`src/rtl/aes_pkg.sv`:
```
// Shared AES-128 types, tables and round helpers used by the core and the S-box.
// state_t is indexed [3-col][3-row], which puts byte 0 (row 0, col 0) in bits [127:120].
package aes_pkg;

    typedef logic [7:0]             byte_t;
    typedef logic [31:0]            word_t;
    typedef logic [3:0][3:0][7:0]   state_t;

    localparam byte_t SBOX [256] = '{
        8'h63, 8'h7c, 8'h77, 8'h7b, 8'hf2, 8'h6b, 8'h6f, 8'hc5, 8'h30, 8'h01, 8'h67, 8'h2b, 8'hfe, 8'hd7, 8'hab, 8'h76,
        8'hca, 8'h82, 8'hc9, 8'h7d, 8'hfa, 8'h59, 8'h47, 8'hf0, 8'had, 8'hd4, 8'ha2, 8'haf, 8'h9c, 8'ha4, 8'h72, 8'hc0,
        8'hb7, 8'hfd, 8'h93, 8'h26, 8'h36, 8'h3f, 8'hf7, 8'hcc, 8'h34, 8'ha5, 8'he5, 8'hf1, 8'h71, 8'hd8, 8'h31, 8'h15,
        8'h04, 8'hc7, 8'h23, 8'hc3, 8'h18, 8'h96, 8'h05, 8'h9a, 8'h07, 8'h12, 8'h80, 8'he2, 8'heb, 8'h27, 8'hb2, 8'h75,
        8'h09, 8'h83, 8'h2c, 8'h1a, 8'h1b, 8'h6e, 8'h5a, 8'ha0, 8'h52, 8'h3b, 8'hd6, 8'hb3, 8'h29, 8'he3, 8'h2f, 8'h84,
        8'h53, 8'hd1, 8'h00, 8'hed, 8'h20, 8'hfc, 8'hb1, 8'h5b, 8'h6a, 8'hcb, 8'hbe, 8'h39, 8'h4a, 8'h4c, 8'h58, 8'hcf,
        8'hd0, 8'hef, 8'haa, 8'hfb, 8'h43, 8'h4d, 8'h33, 8'h85, 8'h45, 8'hf9, 8'h02, 8'h7f, 8'h50, 8'h3c, 8'h9f, 8'ha8,
        8'h51, 8'ha3, 8'h40, 8'h8f, 8'h92, 8'h9d, 8'h38, 8'hf5, 8'hbc, 8'hb6, 8'hda, 8'h21, 8'h10, 8'hff, 8'hf3, 8'hd2,
        8'hcd, 8'h0c, 8'h13, 8'hec, 8'h5f, 8'h97, 8'h44, 8'h17, 8'hc4, 8'ha7, 8'h7e, 8'h3d, 8'h64, 8'h5d, 8'h19, 8'h73,
        8'h60, 8'h81, 8'h4f, 8'hdc, 8'h22, 8'h2a, 8'h90, 8'h88, 8'h46, 8'hee, 8'hb8, 8'h14, 8'hde, 8'h5e, 8'h0b, 8'hdb,
        8'he0, 8'h32, 8'h3a, 8'h0a, 8'h49, 8'h06, 8'h24, 8'h5c, 8'hc2, 8'hd3, 8'hac, 8'h62, 8'h91, 8'h95, 8'he4, 8'h79,
        8'he7, 8'hc8, 8'h37, 8'h6d, 8'h8d, 8'hd5, 8'h4e, 8'ha9, 8'h6c, 8'h56, 8'hf4, 8'hea, 8'h65, 8'h7a, 8'hae, 8'h08,
        8'hba, 8'h78, 8'h25, 8'h2e, 8'h1c, 8'ha6, 8'hb4, 8'hc6, 8'he8, 8'hdd, 8'h74, 8'h1f, 8'h4b, 8'hbd, 8'h8b, 8'h8a,
        8'h70, 8'h3e, 8'hb5, 8'h66, 8'h48, 8'h03, 8'hf6, 8'h0e, 8'h61, 8'h35, 8'h57, 8'hb9, 8'h86, 8'hc1, 8'h1d, 8'h9e,
        8'he1, 8'hf8, 8'h98, 8'h11, 8'h69, 8'hd9, 8'h8e, 8'h94, 8'h9b, 8'h1e, 8'h87, 8'he9, 8'hce, 8'h55, 8'h28, 8'hdf,
        8'h8c, 8'ha1, 8'h89, 8'h0d, 8'hbf, 8'he6, 8'h42, 8'h68, 8'h41, 8'h99, 8'h2d, 8'h0f, 8'hb0, 8'h54, 8'hbb, 8'h16
    };

    localparam byte_t RCON [10] = '{
        8'h01, 8'h02, 8'h04, 8'h08, 8'h10, 8'h20, 8'h40, 8'h80, 8'h1b, 8'h36
    };

    function automatic byte_t xtime(input byte_t b);
        return {b[6:0], 1'b0} ^ (b[7] ? 8'h1b : 8'h00);
    endfunction

    function automatic word_t rot_word(input word_t w);
        return {w[23:0], w[31:24]};
    endfunction

    function automatic word_t sub_word(input word_t w);
        return {SBOX[w[31:24]], SBOX[w[23:16]], SBOX[w[15:8]], SBOX[w[7:0]]};
    endfunction

    // Row r rotates left by r columns.
    function automatic state_t shift_rows(input state_t s);
        state_t o;
        o = '0;
        for (int c = 0; c < 4; c++) begin
            for (int r = 0; r < 4; r++) begin
                o[2'(3 - c)][2'(3 - r)] = s[2'(3 - ((c + r) % 4))][2'(3 - r)];
            end
        end
        return o;
    endfunction

    function automatic state_t mix_columns(input state_t s);
        state_t o;
        byte_t  a0, a1, a2, a3;
        o = '0;
        for (int c = 0; c < 4; c++) begin
            a0 = s[2'(3 - c)][3];
            a1 = s[2'(3 - c)][2];
            a2 = s[2'(3 - c)][1];
            a3 = s[2'(3 - c)][0];
            o[2'(3 - c)][3] = xtime(a0) ^ xtime(a1) ^ a1 ^ a2 ^ a3;
            o[2'(3 - c)][2] = a0 ^ xtime(a1) ^ xtime(a2) ^ a2 ^ a3;
            o[2'(3 - c)][1] = a0 ^ a1 ^ xtime(a2) ^ xtime(a3) ^ a3;
            o[2'(3 - c)][0] = xtime(a0) ^ a0 ^ a1 ^ a2 ^ xtime(a3);
        end
        return o;
    endfunction

    // sw is SubWord(RotWord(word 3)), supplied by the caller's S-box instances.
    function automatic logic [127:0] key_expand_step(input logic [127:0] k, input word_t sw,
                                                     input byte_t rc);
        word_t w0, w1, w2, w3;
        w0 = k[127:96] ^ sw ^ {rc, 24'h000000};
        w1 = k[95:64] ^ w0;
        w2 = k[63:32] ^ w1;
        w3 = k[31:0] ^ w2;
        return {w0, w1, w2, w3};
    endfunction

endpackage

```
`src/rtl/aes_sbox.sv`:
```
// Combinational AES S-box lookup, one byte in, one byte out.
module aes_sbox
    import aes_pkg::*;
(
    input  logic [7:0] i_byte,
    output logic [7:0] o_byte
);

    assign o_byte = SBOX[i_byte];

endmodule

```
`src/rtl/aes128_core.sv`:
```
// Iterative AES-128 encrypt core: one round per clock, key schedule computed alongside.
// Optional macro AES128_CORE_ZEROIZE_EN clears state and round key on completion.
module aes128_core
    import aes_pkg::*;
(
    input  logic         clk,
    input  logic         rst_n,
    input  logic         start_i,
    input  logic [127:0] key_i,
    input  logic [127:0] plain_text_i,
    output logic [127:0] cipher_text_o,
    output logic         ready_o,
    output logic         done_o
);

    localparam logic [0:0] ST_IDLE = 1'b0;
    localparam logic [0:0] ST_BUSY = 1'b1;

    logic [0:0]   r_fsm;
    logic [127:0] r_state;
    logic [127:0] r_round_key;
    logic [127:0] r_cipher;
    logic [3:0]   r_round;
    logic         r_done;

    logic [127:0] w_sub;
    logic [127:0] w_shift;
    logic [127:0] w_mix;
    logic [127:0] w_next_key;
    logic [127:0] w_next_state;
    word_t        w_rot;
    word_t        w_sub_word;
    byte_t        w_rcon;
    logic         w_last;

    genvar gi;
    generate
        for (gi = 0; gi < 16; gi++) begin : g_sub_bytes
            aes_sbox u_sbox (
                .i_byte (r_state[127 - 8*gi -: 8]),
                .o_byte (w_sub[127 - 8*gi -: 8])
            );
        end
        for (gi = 0; gi < 4; gi++) begin : g_sub_word
            aes_sbox u_sbox (
                .i_byte (w_rot[31 - 8*gi -: 8]),
                .o_byte (w_sub_word[31 - 8*gi -: 8])
            );
        end
    endgenerate

    always_comb begin
        w_rcon = 8'h00;
        if (r_round != 4'd0 && r_round <= 4'd10) begin
            w_rcon = RCON[r_round - 4'd1];
        end
    end

    assign w_rot        = rot_word(r_round_key[31:0]);
    assign w_next_key   = key_expand_step(r_round_key, w_sub_word, w_rcon);
    assign w_shift      = shift_rows(w_sub);
    assign w_mix        = mix_columns(w_shift);
    assign w_last       = (r_round == 4'd10);
    assign w_next_state = (w_last ? w_shift : w_mix) ^ w_next_key;

    always_ff @(posedge clk or negedge rst_n) begin
        if (!rst_n) begin
            r_fsm       <= ST_IDLE;
            r_state     <= '0;
            r_round_key <= '0;
            r_cipher    <= '0;
            r_round     <= 4'd0;
            r_done      <= 1'b0;
        end else begin
            r_done <= 1'b0;
            if (r_fsm == ST_IDLE) begin
                if (start_i) begin
                    r_state     <= plain_text_i ^ key_i;
                    r_round_key <= key_i;
                    r_round     <= 4'd1;
                    r_fsm       <= ST_BUSY;
                end
            end else begin
                r_state     <= w_next_state;
                r_round_key <= w_next_key;
                r_round     <= r_round + 4'd1;
                if (w_last) begin
                    r_cipher <= w_next_state;
                    r_done   <= 1'b1;
                    r_round  <= 4'd0;
                    r_fsm    <= ST_IDLE;
`ifdef AES128_CORE_ZEROIZE_EN
                    r_state     <= '0;
                    r_round_key <= '0;
`endif
                end
            end
        end
    end

    assign cipher_text_o = r_cipher;
    assign ready_o       = (r_fsm == ST_IDLE);
    assign done_o        = r_done;

endmodule

```
`config.mk`:
```
export PLATFORM = sky130hd
export DESIGN_NAME = aes128_core
export DESIGN_NICKNAME = d
export VERILOG_FILES = /design/src/rtl/aes_pkg.sv /design/src/rtl/aes_sbox.sv /design/src/rtl/aes128_core.sv
export SDC_FILE = /design/constraint.sdc
export NUM_CORES = 1
export LEC_CHECK = 0
export BUFFER_PORTS_ARGS = -buffer_cell sky130_fd_sc_hd__buf_2
export CORE_MARGIN = 2
export CORE_UTILIZATION = 40
export CTS_CLUSTER_SIZE = 8
export DETAILED_ROUTE_END_ITERATION = 10
export PLACE_DENSITY = 0.67
export REMOVE_ABC_BUFFERS = 1
export SYNTH_ARGS = -nofsm -noshare
export SYNTH_HDL_FRONTEND = slang
export SYNTH_SLANG_ARGS = --single-unit
```
`constraint.sdc`:
```
create_clock -name clk -period 4.76 [get_ports clk]
set_clock_uncertainty 0.2 [all_clocks]
set_input_delay 0.238 -clock clk [delete_from_list [all_inputs] [get_ports clk]]
set_output_delay 0.238 -clock clk [all_outputs]
set_load 0.02 [all_outputs]
```
==> results.json <==
{
  "run_status": "completed",
  "multi_input_area_sq_um": 21500,
  "num_vias": 32700,
  "synth_flop_cell": "sky130_fd_sc_hd__dfrtp_1",
  "placement.io_buffers": 244,
  "cell_count_after_synthesis": 3829,
  "synthDominantCellAreaShare": 0.206,
  "seq_area_frac_synth": 0.206,
  "die_h_um": 277,
  "r2r_slack_ns": 0.15,
  "rows": 100,
  "post_route_cells_drive_above_1_share": 0.179,
  "grt_max_degree": 167,
  "finalWirelength_um": 130000,
  "worst_slew_margin_rel": 0.321,
  "syn-cell-area_sq_um": 29800,
  "yosysTopAreaCell": "sky130_fd_sc_hd__dfrtp_1",
  "placedCellCount": 4815,
  "critical_path_required_ns": 5.00,
  "post-cts-setup-buffers": 0,
  "gr-total-overflow": 0,
  "filler_cell_count": 7278,
  "final_count_of_hold_timing_violations": 0,
  "postSynthAreaPerCell_sq_um": 7.80,
  "yosysWarnings": 0,
  "htreeDepth": 2,
  "timing_max_transition_violations_final": 0,
  "tightest_slew_ns": 1.02,
  "clock_sink_count": 246,
  "maxClockFrequency_ghz": 0.217,
  "crit_path_max_fanout": 11,
  "max-cap-violations": 0,
  "endpoint_kind_of_the_worst_setup_timing_path": "flop",
  "detail-route-antenna-nets": 0,
  "floorplan.core_area_sq_um": 74200,
  "routed_via_density": 6.51,
  "clock_path_buffers": 3,
  "layout-area-overhead-vs-synth_pct": 16.0,
  "floorplan.initialDensity": 0.402,
  "fin_cells": 5017,
  "unrepaired_setup_endpoints_after_global_routing": "no",
  "grt_antenna_before_repair": 6,
  "most_repeated_cell_in_the_gate_level_netlist_after_synthesis": "sky130_fd_sc_hd__nand2_1",
  "grt_usage": 0.326,
  "top_level_i_o_count": 389,
  "worst_setup_hold_path_clk_slew_ns": 0.05,
  "timing.final.crit_share": 0.968,
  "routabilityCongestion": 1.02,
  "first_global_vias": 30600,
  "worstSetupPathType": "reg2reg",
  "detail_route.wl_per_cell_um": 25.8,
  "synth_edf_count": 0,
  "cts_root_buffer": "sky130_fd_sc_hd__clkbuf_16",
  "grt_pass1_wl_um": 195000,
  "crit_path_start_kind": "flop",
  "hold_class": "in2reg",
  "worst_skew_late_latency_ns": 0.58,
  "dpl.hpwl_um": 90400,
  "post-route-min-period_ns": 4.61,
  "die-width_um": 277,
  "synth.ff_latch_count": 246,
  "yosys.cell_types.count": 95,
  "top_cell_types_by_occurrence_after_synthesis": "sky130_fd_sc_hd__nand2_1 (436), sky130_fd_sc_hd__o21ai_0 (313), sky130_fd_sc_hd__a21oi_1 (281)",
  "nNetsFinal": 4363,
  "drt-initial-drc-count": 5094,
  "remaining_drc_errors": 0,
  "register_area_sq_um": 6190,
  "timing.setup.tns_ns": 0,
  "yosys-top-cells-area": "sky130_fd_sc_hd__dfrtp_1 (21%), sky130_fd_sc_hd__mux4_2 (7.9%), sky130_fd_sc_hd__nand2_1 (5.5%)",
  "worst_endpoint_data_arrival_time_ns": 4.85,
  "dieArea_sq_um": 76800,
  "drt_pre_antenna_iters": 6,
  "clock_tree_from_tritoncts": "done",
  "finalSetupViolations": 0,
  "asyncSetResetFlopFracSynth": 1.00,
  "cts_buffers": 38
}
## state kept, by name (all words and copies together), names as in the netlist
| name | count |
|---|---|
| r_round_key | 128 |
| cipher_text_o | 104 |
| r_state | 8 |
| r_round | 4 |
| done_o | 1 |
| r_fsm | 1 |
## through the flow
stage                     hold WS [ns]  cell area (sq um)   util  setup WS, ns
after floorplan                 -0.258              27900      -         -4.88
after global placement           0.125              32100  0.432        0.0801
after detailed placement         0.131              32100  0.432        0.0499
after CTS                       0.0155              34600  0.467        0.0124
after global routing             0.155              34600  0.467       0.00863
final                           0.0739              34600  0.467         0.152
## cells by family after synthesis
kind of cell    share of synthesized area
compound gates                      0.286
simple gates                        0.212
flops                               0.206
other cells                      0.000126
fa+ha+maj                          0.0310
buf+inv                            0.0759
mux                                 0.118
xor+xnor                           0.0714
## cell usage in the layout (no fill, tap or decap), types with 27 or more instances in the layout
master                          instances
sky130_fd_sc_hd__o211ai_1              43
sky130_fd_sc_hd__xnor2_1              117
sky130_fd_sc_hd__dfrtp_1              232
sky130_fd_sc_hd__xor2_1                43
sky130_fd_sc_hd__nor2b_1              151
sky130_fd_sc_hd__ha_1                  74
sky130_fd_sc_hd__o22ai_1               30
sky130_fd_sc_hd__buf_2                242
sky130_fd_sc_hd__and2_1                33
sky130_fd_sc_hd__a31oi_1               62
sky130_fd_sc_hd__nor2_1               219
sky130_fd_sc_hd__or2_2                 32
sky130_fd_sc_hd__nand3_1               91
sky130_fd_sc_hd__o31ai_1               36
sky130_fd_sc_hd__mux4_2               105
sky130_fd_sc_hd__mux2i_1               94
sky130_fd_sc_hd__inv_1                 47
sky130_fd_sc_hd__nand2_1              435
sky130_fd_sc_hd__nor3_1                94
sky130_fd_sc_hd__dlygate4sd3_1        144
sky130_fd_sc_hd__a21oi_1              281
sky130_fd_sc_hd__a311oi_1              38
sky130_fd_sc_hd__buf_4                187
sky130_fd_sc_hd__clkbuf_16             38
sky130_fd_sc_hd__a211oi_1             114
sky130_fd_sc_hd__o21ai_0              313
sky130_fd_sc_hd__o311ai_0              53
sky130_fd_sc_hd__a21o_1                27
sky130_fd_sc_hd__nand2b_1             114
## timing repair
item                       in CTS  in global routing
gates resized for setup         0                  1
setup endpoints to repair       0                  1
hold buffers                  143                  1
hold endpoints to repair      227                  1
## path summary, 6_finish.rpt
kind / startpoint / endpoint / cells after the start
max: r_round_key[25] / cipher_text_o[4] / 12
min: start_i / r_round_key[86] / 3
max reg2reg: r_round_key[25] / cipher_text_o[4] / 12
min reg2reg: cipher_text_o[84] / cipher_text_o[84] / 2
max in group asynchronous: rst_n / r_state[34] / 3
min in group asynchronous: rst_n / r_round_key[10] / 2
## per-layer routing
layer	global-route usage	share of wire
met5	0	0.00036
met4	0.154	0.053
met3	0.0720	0.11
met2	0.487	0.43
met1	0.445	0.41
## area by class of cell
cell class,count,share of cell area
diodes,3,0.000217
clock buffers,50,0.0293
clock inverters,5,0.00224
inverters,65,0.00704
multi-input cells,3090,0.622
flip-flops and latches,246,0.179
well taps,969,0.0350
repair buffers,589,0.126
## critical path, stage by stage (launching register included)
cell	delay, ns
sky130_fd_sc_hd__dfrtp_1	0.57
sky130_fd_sc_hd__inv_1	0.17
sky130_fd_sc_hd__ha_1	0.51
sky130_fd_sc_hd__buf_4	0.28
sky130_fd_sc_hd__nor2_1	0.50
sky130_fd_sc_hd__nor4_1	0.10
sky130_fd_sc_hd__o311a_1	0.37
sky130_fd_sc_hd__o311ai_2	0.47
sky130_fd_sc_hd__buf_4	0.20
sky130_fd_sc_hd__xor2_1	0.23
sky130_fd_sc_hd__xnor2_1	0.26
sky130_fd_sc_hd__xnor3_1	0.38
sky130_fd_sc_hd__mux2_2	0.26
Power is not shown: default switching activity piles up to over one toggle a cycle in this logic, so the estimate is an artifact.
